===== src/rtl/uart_tx.sv =====
// 8N1/8N2 serial transmitter with one-cycle active-low acknowledge toward the register block.
// Define UART_TX_FIFO_EN to put a FIFO_DEPTH-entry byte queue ahead of the frame FSM.
module uart_tx #(
   parameter int unsigned CLKS_PER_BIT = 16,
   parameter int unsigned STOP_BITS    = 1,
   parameter int unsigned FIFO_DEPTH   = 4
) (
   input  logic       clk,
   input  logic       rst_n,
   input  logic [7:0] in_data,
   input  logic       in_valid,
   output logic       get_n,
   output logic       tx,
   output logic       busy,
   output logic       full
);

   localparam int unsigned CntW = (CLKS_PER_BIT > 1) ? $clog2(CLKS_PER_BIT) : 1;
   localparam logic [CntW-1:0] CntMax = CntW'(CLKS_PER_BIT - 1);

   if (CLKS_PER_BIT < 2 || STOP_BITS < 1 || STOP_BITS > 2 || FIFO_DEPTH < 2) begin : g_bad_param
      $error("uart_tx: illegal parameter value");
   end

   typedef enum logic [1:0] {StIdle, StStart, StData, StStop} state_e;

   state_e          state_q, state_d;
   logic [CntW-1:0] cnt_q, cnt_d;
   logic [2:0]      bit_q, bit_d;
   logic            stop_q, stop_d;
   logic [7:0]      shift_q, shift_d;
   logic            get_n_q;

   logic       accept;
   logic       avail;
   logic       pop;
   logic [7:0] head;

   // get_n low blocks sampling, so a level-held in_valid yields one byte per write.
   assign accept = in_valid && !full && get_n_q;
   assign get_n  = get_n_q;

`ifdef UART_TX_FIFO_EN
   localparam int unsigned AddrW = $clog2(FIFO_DEPTH);

   logic [7:0]     mem_q [FIFO_DEPTH];
   logic [AddrW:0] wr_q, rd_q;

   assign avail = (wr_q != rd_q);
   assign full  = (wr_q[AddrW-1:0] == rd_q[AddrW-1:0]) && (wr_q[AddrW] != rd_q[AddrW]);
   assign head  = mem_q[rd_q[AddrW-1:0]];
   assign busy  = (state_q != StIdle) || avail;

   always_ff @(posedge clk) begin
      if (!rst_n) begin
         wr_q <= '0;
         rd_q <= '0;
      end else begin
         if (accept) wr_q <= wr_q + 1'b1;
         if (pop)    rd_q <= rd_q + 1'b1;
      end
   end

   always_ff @(posedge clk) begin
      if (accept) mem_q[wr_q[AddrW-1:0]] <= in_data;
   end
`else
   logic [7:0] hold_q;
   logic       hold_valid_q;

   assign avail = hold_valid_q;
   assign full  = (state_q != StIdle);
   assign head  = hold_q;
   assign busy  = (state_q != StIdle) || hold_valid_q;

   always_ff @(posedge clk) begin
      if (!rst_n) begin
         hold_q       <= '0;
         hold_valid_q <= 1'b0;
      end else if (accept) begin
         hold_q       <= in_data;
         hold_valid_q <= 1'b1;
      end else if (pop) begin
         hold_valid_q <= 1'b0;
      end
   end
`endif

   always_ff @(posedge clk) begin
      if (!rst_n) begin
         state_q <= StIdle;
         cnt_q   <= '0;
         bit_q   <= '0;
         stop_q  <= 1'b0;
         shift_q <= '0;
         get_n_q <= 1'b1;
      end else begin
         state_q <= state_d;
         cnt_q   <= cnt_d;
         bit_q   <= bit_d;
         stop_q  <= stop_d;
         shift_q <= shift_d;
         get_n_q <= !accept;
      end
   end

   always_comb begin
      state_d = state_q;
      cnt_d   = cnt_q;
      bit_d   = bit_q;
      stop_d  = stop_q;
      shift_d = shift_q;
      pop     = 1'b0;
      if (state_q != StIdle) cnt_d = (cnt_q == CntMax) ? '0 : cnt_q + 1'b1;
      unique case (state_q)
         StIdle: begin
            cnt_d = '0;
            if (avail) begin
               pop     = 1'b1;
               shift_d = head;
               state_d = StStart;
            end
         end
         StStart: begin
            if (cnt_q == CntMax) begin
               bit_d   = '0;
               state_d = StData;
            end
         end
         StData: begin
            if (cnt_q == CntMax) begin
               shift_d = shift_q >> 1;
               if (bit_q == 3'd7) begin
                  stop_d  = 1'b0;
                  state_d = StStop;
               end else begin
                  bit_d = bit_q + 3'd1;
               end
            end
         end
         StStop: begin
            if (cnt_q == CntMax) begin
               if (stop_q == 1'(STOP_BITS - 1)) begin
                  // Chain straight into the next START so queued bytes leave no idle gap.
                  if (avail) begin
                     pop     = 1'b1;
                     shift_d = head;
                     state_d = StStart;
                  end else begin
                     state_d = StIdle;
                  end
               end else begin
                  stop_d = 1'b1;
               end
            end
         end
         default: state_d = StIdle;
      endcase
   end

   always_comb begin
      tx = 1'b1;
      unique case (state_q)
         StStart: tx = 1'b0;
         StData:  tx = shift_q[0];
         default: tx = 1'b1;
      endcase
   end

endmodule


===== config.mk =====
export PLATFORM = sky130hd
export DESIGN_NAME = uart_tx
export DESIGN_NICKNAME = d
export VERILOG_FILES = /design/src/rtl/uart_tx.sv
export SDC_FILE = /design/constraint.sdc
export NUM_CORES = 1
export LEC_CHECK = 0
export ABC_CLOCK_PERIOD_IN_PS = 2650
export CORE_UTILIZATION = 50
export DETAILED_ROUTE_END_ITERATION = 16
export PLACE_DENSITY = 0.72
export SLEW_MARGIN = 20
export SYNTH_ARGS = -nofsm -noshare
export SYNTH_HDL_FRONTEND = slang
export SYNTH_SLANG_ARGS = --single-unit

===== constraint.sdc =====
create_clock -name clk -period 2.65 [get_ports clk]
set_input_delay 0.53 -clock clk [delete_from_list [all_inputs] [get_ports clk]]
set_output_delay 0.53 -clock clk [all_outputs]
set_load 0.005 [all_outputs]

==> run_results.csv, run 1 <==
group,metric,value,unit
status,status,"finished, final reports clean",
global_route,grt_pass1_vias,1048,
sta,fin_worst_skew,0.005890,ns
setup_path,arrival,1.88,ns
logic_synthesis,synthSimpleGateAreaFrac,0.1838,
power_and_ir_drop,pwr-share-clk,0.161,
logic_synthesis,synth_commonest_cells,"nand2_1 (37), dfxtp_1 (27), a21boi_0 (11), mux2i_1 (10), ha_1 (9)",
logic_synthesis,synth_edf_count,0,
clocking,cts_root_buf,"clkbuf_4",
worst_hold_path,hold_path.class,"register to register",
place,port_buffers,14,
drt,via_count,1039,
drt,viasPerCell,5.497,
sta,hold_ws,0.4743,ns
place,gp_congestion,0.8217,
power_and_ir_drop,peakVddDrop,0.4851,mV
floorplan,initial_utilization,0.5342,
worst_hold_path,whs_path_depth,2,
logic_synthesis,syn_area,0.001348,mm2
clocking,holdBufCountCts,0,
global_route,overflow,0,
setup_path,crit_slowest_cell,"clkdlybuf4s50_1",
power_and_ir_drop,switching_power,406.4,uW
sta,fin_crit,2.410,ns
setup_path,crit_chain,"inv_1 > ha_1 > inv_1 > nor2_1 > a21oi_1 > clkdlybuf4s50_1",
logic_synthesis,synth_xor_area_frac,0.006500,
logic_synthesis,yosysTopAreaCell,"dfxtp_1",
sta,fmax,415.0,MHz
floorplan,die-area,0.002907,mm2
global_route,grt_antenna_before_repair,0,
clocking,cts_tree,"built",
global_route,grt_max_degree,29,
sta,finalCritPeriodShare,0.9094,
sta,finalHoldViolCount,0,
setup_path,critPathLaunchType,"register",
setup_path,cpLargestDelayFamily,"buffers and inverters",
logic_synthesis,synth_fa_ha_area_frac,0.08357,
logic_synthesis,synth_area_leaders,"dfxtp_1 (40%), nand2_1 (10%), ha_1 (8.4%)",
finish,drive_gt1_frac,0.1069,
sta,rsz0062_at_grt,"no",
setup_path,path_class,"register to output pin",
logic_synthesis,yosysTopAreaCellShare,0.4011,
setup_path,cp_common_cell,"inv_1",
floorplan,core_area,0.002522,mm2
finish,nNetsFinal,180,
finish,n_antenna_cell,0,
clocking,cts_max_level,1,
sta,relSlewSlack,0.7044,
clocking,cts_sinks,27,
setup_path,critPathBufInv,3,
drt,drtIter0Drc,7,
setup_path,slowest_delay,0.51,ns
sta,setup_viol,0,
clocking,post_cts_buffers,0,
setup_path,endpoint_kind,"output pin",
drt,drc,0,
setup_path,reg2reg_to,"bit_q[0]",
power_and_ir_drop,power.density,752.4,mW/mm2
logic_synthesis,synth.most_common_cell,"nand2_1",
setup_path,r2r_cells,6,
setup_path,worstPathRequired,2.12,ns
drt,drtPass1Iterations,4,
logic_synthesis,syn_nets,167,
clocking,cts_max_path_buffers,2,
worst_hold_path,holdPathEnd,"head[4]",
clocking,clk_latency,0.33,ns
logic_synthesis,muxShareOfSynthArea,0.1328,
power_and_ir_drop,p_comb_frac,0.396,
setup_path,cp_max_fo,7,
logic_synthesis,synth_seq_area_share,0.4011,
logic_synthesis,synth_top_family_by_area,"simple AND/OR/NAND/NOR gates",
power_and_ir_drop,power_leakage,0.0006401,uW
logic_synthesis,yosys_register_bits,27,
worst_hold_path,worstHoldStart,"head[4]",
global_route,grtUsageTotal,0.2198,
power_and_ir_drop,p_sw_frac,0.3539,
setup_path,regToRegSetupSlack,0.90,ns
logic_synthesis,synth-main-ff-cell,"dfxtp_1",
logic_synthesis,async_flop_share,0,
floorplan,num_io_pins,15,
clocking,cts_made_buffers,3,
drt,wl_per_cell,14.01,um
floorplan,die-width,53.92,um
power_and_ir_drop,pwr-share-seq,0.443,
floorplan,rows,18,
floorplan,die_h,53.92,um
logic_synthesis,yosysWarnings,0,
logic_synthesis,synth_cell_types,32,
logic_synthesis,avgSynthCellArea,9.167,um2
setup_path,rr_startpoint,"state_q[0]",
place,dpl.hpwl,1922,um
job,cap_violations,0,
global_route,grt_pass1_wl,4560,um
logic_synthesis,syn_inst,147,
drt,route.final.wire_length,2647,um
drt,drtAntennaViolNets,0,
finish,area_growth,13.28,%
sta,maxSlewViolCount,0,
sta,worst_pin_slew,0.4434,ns
sta,setup_tns,0,ns
finish,fillers,240,
logic_synthesis,synth_compound_area_frac,0.1467,
power_and_ir_drop,p_int,742.1,uW
power_and_ir_drop,finalPower,1148,uW
clocking,path_clk_slew,0.15,ns
[power groups by stage]
stage                     sequential, uW  clock, uW  combinational (uW)
after floorplan                      503          0                 320
after global placement               511          0                 443
after detailed placement             516          0                 458
after CTS                            507        186                 459
after global routing                 517        201                 511
final                                509        184                 455
[flip-flops by register name (all words and copies together), names as in the netlist]
signal,count
shift_q,8
avail,1
get_n,1
head,8
bit_q,3
cnt_q,4
state_q,2
[placed cells by master, fill, tap and decap left out, drive strengths merged, types with 3 or more instances in the layout]
cell type      instances
ha                     9
a21boi                12
nand3                  3
dfxtp                 27
and3                   4
nand2                 37
clkdlybuf4s50         14
nor2                   4
mux2i                 10
mux2                   7
o31ai                  4
inv                    5
clkbuf                 3
[metal layers]
layer | global-route usage | up-vias | share of wire
met1 | 0.2685 | 491 | 0.45
li1 | - | 532 | -
met3 | 0.02542 | 2 | 0.020
met5 | 0 | - | 0
met2 | 0.3992 | 14 | 0.52
met4 | 0.06140 | 0 | 0.0049
[through the flow]
| stage | util | instances | cell area [um2] | setup WS, ns |
|---|---|---|---|---|
| 4_1_cts | 0.6047 | 189 | 1525 | 0.1445 |
| 3_5_place_dp | 0.5938 | 185 | 1498 | 0.5290 |
| 3_3_place_gp | 0.5938 | 185 | 1498 | 0.6174 |
| 6_report | 0.6052 | 189 | 1526 | 0.2402 |
| 5_1_grt | 0.6052 | 189 | 1526 | 0.1150 |
| 2_1_floorplan | - | 147 | 1348 | 1.012 |
[worst reg2reg max path: cells and delay by family, from the launching register on]
family / cells / cell delay (ns)
AOI/OAI and AO/OA: 1 / 0.13
and+or+nand+nor: 2 / 0.63
buffers and inverters: 2 / 0.30
adders and majority gates: 1 / 0.22
DFF: 1 / 0.42
[kinds of logic after synthesis]
| kind of cell | count (synthesis) |
|---|---|
| compound gates | 24 |
| xor+xnor | 1 |
| flops | 27 |
| fa+ha+maj | 9 |
| mux | 17 |
| buf+inv | 13 |
| simple gates | 56 |
[what timing repair did]
action | 4_1_cts | 5_1_grt
endpoints found under the hold margin | 0 | 0
setup endpoints to repair | 0 | 1
resized for setup | 0 | 1
[worst max-delay path by stage]
stage / startpoint / to / slack, ns / depth (start not counted)
after floorplan: state_q[0] / tx / 1.01 / 6
after global placement: state_q[0] / tx / 0.62 / 6
after detailed placement: state_q[0] / tx / 0.53 / 6
after CTS: state_q[0] / tx / 0.14 / 6
after global routing: state_q[0] / tx / 0.12 / 6
final: state_q[0] / tx / 0.24 / 6
[cell type report]
class	instances	area (um2)	share of cell area
Multi-Input combinational cell	107	745.7	0.4885
Sequential cell	27	541.8	0.3549
Timing Repair Buffer	16	155.1	0.1016
Tap cell	30	37.54	0.02459
Clock buffer	3	22.52	0.01475
Inverter	5	18.77	0.01230
Clock inverter	1	5.005	0.003279
(Power assumes the default switching activity.)
==> run 2, diff against run 1 <==
--- a/config.mk
+++ b/config.mk
@@ -5,7 +5,8 @@
 export SDC_FILE = /design/constraint.sdc
 export NUM_CORES = 1
 export LEC_CHECK = 0
-export ABC_CLOCK_PERIOD_IN_PS = 2650
+export CAP_MARGIN = 40
+export CORE_MARGIN = 2
 export CORE_UTILIZATION = 50
 export DETAILED_ROUTE_END_ITERATION = 16
 export PLACE_DENSITY = 0.72
==> run_results.csv, run 2 (same netlist as run 1, synthesis figures left out) <==
group,metric,value,unit
drt,wl_met2,1165,um
drt,route.final.wire_length,2462,um
finish,area_growth,13.65,%
finish,drive_gt1_frac,0.1000,
floorplan,die_h,55.92,um
drt,top_layer,"met4",
finish,layout_commonest_cell,"nand2_1",
place,port_buffers,14,
sta,finalCritPeriodShare,0.9315,
sta,fin_crit,2.469,ns
power_and_ir_drop,power.density,740.6,mW/mm2
floorplan,die-area,0.003126,mm2
finish,n_antenna_cell,0,
sta,worst_pin_slew,0.4473,ns
drt,drtPass1Iterations,4,
place,dpl.hpwl,1838,um
power_and_ir_drop,finalPower,1134,uW
power_and_ir_drop,peakVddDrop,0.3936,mV
drt,wl_per_cell,12.96,um
sta,relSlewSlack,0.7018,
drt,drtAntennaViolNets,0,
setup_path,worstPathRequired,2.12,ns
setup_path,endpoint_kind,"output pin",
finish,nNetsFinal,181,
clocking,cts_max_path_buffers,2,
sta,maxSlewViolCount,0,
status,status,"finished, final reports clean",
clocking,cts_made_buffers,3,
sta,fin_worst_skew,0.003909,ns
clocking,cts_resized,0,
worst_hold_path,hold_path.class,"register to register",
sta,rsz0062_at_grt,"no",
job,cap_violations,0,
setup_path,path_class,"register to output pin",
sta,setup_ws,0.1814,ns
power_and_ir_drop,power_leakage,0.0006419,uW
sta,finalHoldViolCount,0,
clocking,cts_root_buf,"clkbuf_4",
global_route,grt_pass1_vias,1017,
sta,fmax,405.1,MHz
floorplan,core_area,0.002522,mm2
setup_path,cp_max_fo,7,
finish,final_cell_mix,"nand2_1 (37), dfxtp_1 (27), clkdlybuf4s50_1 (14)",
setup_path,arrival,1.94,ns
drt,wl_met3,83,um
clocking,holdBufCountCts,0,
global_route,grt_antenna_before_repair,0,
setup_path,critPathLaunchType,"register",
clocking,path_clk_slew,0.14,ns
place,gp_congestion,0.8506,
clocking,clk_latency,0.31,ns
global_route,grtUsageTotal,0.1772,
drt,wl_met1,1179,um
sta,setup_tns,0,ns
drt,drtIter0Drc,33,
floorplan,die-width,55.92,um
floorplan,num_io_pins,15,
drt,drc,0,
global_route,overflow,0,
place,pre_cts_slack,0.5467,ns
clocking,post_cts_buffers,0,
floorplan,initial_utilization,0.5342,
sta,setup_viol,0,
clocking,cts_sinks,27,
floorplan,rows,18,
global_route,grt_max_degree,19,
global_route,grt_pass1_wl,4416,um
clocking,cts_max_level,1,
drt,via_count,1034,
clocking,cts_tree,"built",
drt,viasPerCell,5.442,
-- run 2: cell count changes in the layout (fill, tap and decap cells not counted) --
cell / change
buf_4: +1
clkbuf_1: +1
clkinv_2: -1
dfxtp_1: +1
dfxtp_2: -1
-- run 2: metrics by stage --
stage	util	instance area, um2	hold WS, ns	std cells
after floorplan	-	1348	0.4346	147
after global placement	0.5967	1505	0.4447	186
after detailed placement	0.5967	1505	0.4520	186
after CTS	0.6071	1531	0.4724	190
after global routing	0.6071	1531	0.4873	190
final	0.6071	1531	0.4694	190
-- run 2: power breakdown --
part           switching [uW]  internal, uW  total, uW
Combinational             232           224        456
Sequential               43.0           461        504
Clock                     115          58.8        174
-- run 2: layer usage --
layer / vias to the layer above / global-route usage
met5: - / 0
li1: 533 / -
met2: 20 / 0.2925
met1: 477 / 0.2327
met3: 4 / 0.03023
met4: 0 / 0.06463
-- run 2: worst paths after layout --
| path | slack, ns | startpoint | to | depth (start not counted) |
|---|---|---|---|---|
| max reg2reg | 0.87 | state_q[0] | bit_q[0] | 6 |
| min reg2reg | 0.47 | head[6] | head[6] | 2 |
| max | 0.18 | state_q[0] | tx | 6 |
| min | 0.47 | head[6] | head[6] | 2 |
-- run 2: final cells by class --
| class | count | area (um2) |
|---|---|---|
| sequential | 27 | 540.5 |
| clock buffer | 4 | 26.28 |
| fill | 233 | 991.0 |
| multi-input combinational | 107 | 745.7 |
| timing repair buffer | 17 | 162.7 |
| tap | 30 | 37.54 |
| inverter | 5 | 18.77 |
-- run 2: critical path, stage by stage, from the launching register on --
cell             delay (ns)
dfxtp_1                0.47
inv_1                  0.12
ha_1                   0.22
inv_1                  0.12
nor2_1                 0.06
a21oi_1                0.12
clkdlybuf4s50_1        0.52
